--- src/rtl/display_scan_ctrl_pkg.sv ---
// display_scan_ctrl_pkg: scan FSM state encodings and 7-segment patterns shared by display blocks.
`ifndef DISPLAY_SCAN_CTRL_PKG_SV
`define DISPLAY_SCAN_CTRL_PKG_SV
package display_scan_ctrl_pkg;

    typedef enum logic [1:0] {
        IDLE  = 2'd0,
        BLANK = 2'd1,
        SHOW  = 2'd2
    } state_t;

    // Active-high {g,f,e,d,c,b,a}; element n is the glyph for hex digit n.
    localparam logic [15:0][6:0] SEG_LUT = {
        7'h71, 7'h79, 7'h5E, 7'h39, 7'h7C, 7'h77, 7'h6F, 7'h7F,
        7'h07, 7'h7D, 7'h6D, 7'h66, 7'h4F, 7'h5B, 7'h06, 7'h3F
    };

endpackage
`endif

--- src/rtl/display_scan_ctrl_seg7_decoder.sv ---
// seg7_decoder: combinational hex nibble to 7-segment glyph lookup.
module seg7_decoder
    import display_scan_ctrl_pkg::*;
(
    input  logic [3:0] hex,
    output logic [6:0] seg
);

    assign seg = SEG_LUT[hex];

endmodule

--- src/rtl/display_scan_ctrl.sv ---
// display_scan_ctrl: multiplexed 7-seg scan sequencer with frame-synchronous digit commit.
// Define LEADING_ZERO_BLANK_EN to blank digits above the highest nonzero nibble.
module display_scan_ctrl
    import display_scan_ctrl_pkg::*;
#(
    parameter int NUM_DIGITS   = 4,
    parameter int DWELL_CYCLES = 1000,
    parameter int BLANK_CYCLES = 16,
    parameter int CNT_W        = 24
) (
    input  logic                          clk,
    input  logic                          rst_n,
    input  logic                          en,
    input  logic [4*NUM_DIGITS-1:0]       digit_data,
    input  logic                          data_valid,
    output logic                          data_ready,
    output logic [6:0]                    seg,
    output logic [NUM_DIGITS-1:0]         dig_en,
    output logic [$clog2(NUM_DIGITS)-1:0] digit_idx,
    output logic                          frame_start
);

    localparam int IW = $clog2(NUM_DIGITS);

    state_t                  state, state_nx;
    logic [CNT_W-1:0]        cnt, cnt_nx;
    logic [IW-1:0]           idx, idx_nx;
    logic [4*NUM_DIGITS-1:0] pending, shadow;
    logic                    pend_full;
    logic                    blank_done, show_done, last, commit, lz_blank;
    logic [3:0]              nib;
    logic [6:0]              seg_dec, seg_nx;
    logic [NUM_DIGITS-1:0]   dig_en_nx;
    logic                    fs_nx;

    assign blank_done = cnt == CNT_W'(BLANK_CYCLES - 1);
    assign show_done  = cnt == CNT_W'(DWELL_CYCLES - 1);
    assign last       = idx == IW'(NUM_DIGITS - 1);
    assign data_ready = ~pend_full;
    assign digit_idx  = idx;

    always_ff @(posedge clk or negedge rst_n) begin
        if (!rst_n) begin
            state       <= IDLE;
            cnt         <= '0;
            idx         <= '0;
            seg         <= '0;
            dig_en      <= '0;
            frame_start <= 1'b0;
        end else begin
            state       <= state_nx;
            cnt         <= cnt_nx;
            idx         <= idx_nx;
            seg         <= seg_nx;
            dig_en      <= dig_en_nx;
            frame_start <= fs_nx;
        end
    end

    always_comb begin
        state_nx = state;
        cnt_nx   = cnt + CNT_W'(1);
        idx_nx   = idx;
        if (!en) begin
            state_nx = IDLE;
            cnt_nx   = '0;
            idx_nx   = '0;
        end else begin
            case (state)
                IDLE: begin
                    state_nx = BLANK;
                    cnt_nx   = '0;
                    idx_nx   = '0;
                end
                BLANK: if (blank_done) begin
                    state_nx = SHOW;
                    cnt_nx   = '0;
                end
                SHOW: if (show_done) begin
                    state_nx = BLANK;
                    cnt_nx   = '0;
                    idx_nx   = last ? '0 : idx + IW'(1);
                end
                default: begin
                    state_nx = IDLE;
                    cnt_nx   = '0;
                    idx_nx   = '0;
                end
            endcase
        end
    end

    // Outputs are computed from the next state so they change in step with it.
    assign nib = shadow[4*idx_nx +: 4];

    seg7_decoder u_dec (
        .hex (nib),
        .seg (seg_dec)
    );

`ifdef LEADING_ZERO_BLANK_EN
    logic [IW-1:0] hi;
    always_comb begin
        hi = '0;
        for (int i = 1; i < NUM_DIGITS; i++)
            if (shadow[4*i +: 4] != 4'd0) hi = IW'(i);
    end
    assign lz_blank = idx_nx > hi;
`else
    assign lz_blank = 1'b0;
`endif

    always_comb begin
        seg_nx    = (state_nx == SHOW && !lz_blank) ? seg_dec : '0;
        dig_en_nx = (state_nx == SHOW) ? NUM_DIGITS'(1) << idx_nx : '0;
        fs_nx     = state_nx == BLANK && state != BLANK && idx_nx == '0;
    end

    // Shadow only changes at a frame wrap or while idle, so a frame never tears.
    assign commit = pend_full && (state == IDLE || (state == SHOW && show_done && last && en));

    always_ff @(posedge clk or negedge rst_n) begin
        if (!rst_n) begin
            pend_full <= 1'b0;
            pending   <= '0;
            shadow    <= '0;
        end else if (commit) begin
            shadow    <= pending;
            pend_full <= 1'b0;
        end else if (data_valid && !pend_full) begin
            pending   <= digit_data;
            pend_full <= 1'b1;
        end
    end

endmodule

--- config.mk ---
export PLATFORM = sky130hd
export DESIGN_NAME = display_scan_ctrl
export DESIGN_NICKNAME = d
export VERILOG_FILES = /design/src/rtl/display_scan_ctrl_pkg.sv /design/src/rtl/display_scan_ctrl_seg7_decoder.sv /design/src/rtl/display_scan_ctrl.sv
export SDC_FILE = /design/constraint.sdc
export NUM_CORES = 1
export LEC_CHECK = 0
export ABC_AREA = 1
export CORE_ASPECT_RATIO = 0.75
export CORE_MARGIN = 4
export CORE_UTILIZATION = 30
export CTS_CLUSTER_DIAMETER = 50
export DETAILED_ROUTE_END_ITERATION = 6
export PLACE_DENSITY = 0.47
export SLEW_MARGIN = 20
export SYNTH_ARGS = -nofsm -noshare
export SYNTH_HDL_FRONTEND = slang
export SYNTH_HIERARCHICAL = 1
export SYNTH_SLANG_ARGS = --single-unit
--- constraint.sdc ---
create_clock -name clk -period 3.6 [get_ports clk]
set_input_delay 0.72 -clock clk [delete_from_list [all_inputs] [get_ports clk]]
set_output_delay 0.72 -clock clk [all_outputs]
set_load 0.02 [all_outputs]
==> metrics.md <==
| Metric | Value |
|---|---|
| Status | finished clean |
| Die width | 139 um |
| Clk_lat worst skew | 340 ps |
| Clk root buf | clkbuf_16 |
| Largest stage delay, worst path | 530 ps |
| Post-Place Worst Slack | 474 ps |
| Antenna Nets Post-Route | 0 |
| Sequential area share after synthesis | 47.3% |
| Clock buffer depth | 2 |
| Worst r2r src | cnt[0] |
| Largest net degree at the start of global routing | 74 |
| Layout Area Growth over Synthesis | 20.7% |
| Die Y | 106 um |
| R2R depth | 21 |
| I/O Pins | 35 |
| Worst-path clk slew | 60 ps |
| H-tree depth | 3 |
| CP Capture Type | register |
| Total CTS buffers | 9 |
| Setup_tns | 0 ps |
| Hold Crit Class | primary input to async pin |
| Fmax | 358 MHz |
| Layout cell share with drive strength beyond 1 | 12.0% |
| CTS tree | yes |
| Layout Nets | 546 |
| Grt total ovfl | 0 |
| Setup violators final | 0 |
| Worst setup margin | 805 ps |
| Clk sinks | 73 |
| Pwr/cell area | 506 nW/um^2 |
| Synthesized area | 3860 sq um |
| DRT Wirelength | 8780 um |
| CP dominant cell by count | nand2_1 |
| Core ar. | 12400 sq um |
| Row cnt | 35 |
| Total number of vias | 3036 |
| Hold-fix buffers, CTS | 0 |
| RSZ-0062 raised after global routing | no |
| Initial antenna violation count | 0 |
| Met1 wire length | 4840 um |
| CP Buf/Inv Count | 5 |
| Antenna Cells | 0 |
| Synth warn | 6 |
| Worst-margin pin slew | 787 ps |
| Max cap viols | 0 |
| Synth unique cells | 30 |
| Post-CTS sizing | 0 |
| Routed wl met3 | 355 um |
| First-pass iteration count of the detailed router | 4 |
| Reg-to-reg setup timing slack | 880 ps |
| Post-Syn Area per Cell | 8.07 sq um |
| Port Buffers | 34 |
| Placed insts | 668 |
| Postcts setup bufs | 0 |
| Final RePlAce weighted congestion | 0.800 |
| Vias in the first global route | 2984 |
| Worst path cell trace | clkdlybuf4s50_1 > nand2_1 > inv_1 > nand2_2 > inv_2 > nand2_1 > nand2_1 > inv_1 > ha_1 > nand2_1 > o21ai_0 > nand2_1 > nand2_1 > inv_1 > nor2_1 |
| Hold Violations, Final | 0 |
| Max layer used | met4 |
| Met2 wire len | 3460 um |
| Post-Syn Instances | 478 |
| Worst Skew | 9.37 ps |
| Tot GR Track Use | 12.8% |
| Synthesized Nets | 511 |
| DR iter-0 viols | 207 |
| Worst slew margin | 47.4% |
| Maximum VDD drop | 240 uV |
| Wire per inst | 12.8 um |
| Slowest CP cell | clkdlybuf4s50_1 |
| Fin crit period | 2800 ps |
| Critical path data required time | 3810 ps |
| Final Non-Filler Cells | 684 |
| Initial Utilization | 31.0% |
| Global-route wire length before repair | 15000 um |
| Post-synthesis register bit count | 73 |
| Via density per instance | 4.44 |
| Worst EP arrival | 3010 ps |
| Fin. max-slew vios | 0 |
| Max FO, Critical Path | 12 |
| # DRC | 0 |
| Critical path class | primary input to register |
| Leak Pwr | 2.24 nW |
| DP HPWL | 6320 um |
| Die area | 14800 sq um |
| Critical path's top delay family | buffers and inverters |
| CP startpoint kind | primary input |
| Worst reg2reg path endpoint | seg[3] |
| Fin util | 37.4% |
| Crit share post-route | 77.6% |
==> synthesized netlist by cell type <==
library cell / count / area (sq um)
buf_4: 3 / 22.5
nand3_2: 2 / 20.0
buf_6: 2 / 22.5
nor2_4: 3 / 33.8
nor3b_1: 4 / 30.0
a31oi_1: 1 / 6.26
o21ai_0: 6 / 30.0
buf_1: 1 / 3.75
nand4_1: 6 / 37.5
inv_2: 12 / 45.0
inv_1: 48 / 180
nand2_1: 149 / 559
nor2_1: 56 / 210
mux2_2: 11 / 124
nand2_2: 3 / 18.8
a21oi_1: 8 / 40.0
a211oi_1: 2 / 15.0
buf_2: 4 / 20.0
nor3_2: 8 / 80.1
nor3_1: 10 / 50.1
nand3_1: 28 / 140
clkbuf_1: 2 / 7.51
xor2_1: 6 / 52.6
nor2_2: 2 / 12.5
o21ai_1: 7 / 35.0
ha_1: 13 / 163
dfrtp_1: 73 / 1830
nand2_4: 2 / 22.5
xnor2_1: 5 / 43.8
nor4_1: 1 / 6.26
==> worst max path at each step <==
| stage | startpoint | end | slack [ps] | cells past startpoint |
|---|---|---|---|---|
| 3_3_place_gp | en | seg[3] | 580 | 15 |
| 4_1_cts | en | seg[3] | 830 | 15 |
| 5_1_grt | cnt[0] | seg[3] | 490 | 21 |
| 3_5_place_dp | en | seg[3] | 470 | 15 |
| 2_1_floorplan | en | seg[3] | 1210 | 15 |
| 6_report | en | seg[3] | 800 | 15 |
==> per-stage QoR <==
stage	power, mW	hold slack [ps]	cell area, sq um
finish	2.36	402	4660
global route	2.51	473	4660
CTS	2.39	462	4650
detailed placement	1.43	454	4340
global placement	1.43	453	4340
floorplan	1.30	424	3860
==> registers in the layout (all words and copies together) (netlist names) <==
signal / cells
shadow: 16
pend_full: 1
seg: 7
state: 2
digit_idx: 2
cnt: 24
dig_en: 4
frame_start: 1
pending: 16
==> routing by layer <==
metal	up-vias	GRT usage (%)
met5	-	0
met4	0	4.19
met3	10	3.55
met2	60	17.5
met1	1402	19.2
li1	1564	-
==> where the power goes <==
group	internal [mW]	switching, mW	total (mW)
clock network	0.550	0.387	0.937
registers	0.923	0.0626	0.986
logic	0.167	0.268	0.434
==> layout make-up <==
cell class	count	area, sq um
Tap cell	166	208
Fill cell	1306	7780
Inverter	60	225
Clock inverter	7	83.8
Sequential cell	73	1830
Multi-Input combinational cell	333	1730
Clock buffer	9	225
Timing Repair Buffer	36	357
==> worst reg2reg max path, delay by kind of cell (launching register included) <==
kind	cells	cell delay (ps)
AND/OR/NAND/NOR	15	1360
AO/OA/AOI/OAI	1	90
adder cells (fa/ha/maj)	2	540
flip-flops	1	370
buffers and inverters	3	230
==> placed cells by master (no fill, tap or decap), types with 4 or more instances in the layout <==
cell type          n
ha_1              13
nor2_1            56
nor3_2             8
mux2_2            11
nand2_1          149
o21ai_0            6
o21ai_1            7
inv_1             48
nor3b_1            4
xnor2_1            5
nor3_1            10
nand3_1           28
dfrtp_1           73
a21oi_1            8
inv_2             12
nand4_1            6
clkbuf_16          9
clkdlybuf4s50_1   33
xor2_1             6
==> logic make-up after synthesis <==
| group | Yosys count | share of synthesized area, % |
|---|---|---|
| AND/OR/NAND/NOR | 274 | 31.6 |
| flip-flops | 73 | 47.3 |
| buffers and inverters | 72 | 7.81 |
| AO/OA/AOI/OAI | 24 | 3.27 |
| adder cells (fa/ha/maj) | 13 | 4.22 |
| XOR/XNOR | 11 | 2.50 |
| multiplexers | 11 | 3.21 |
Power figures use the tool's default switching activity.
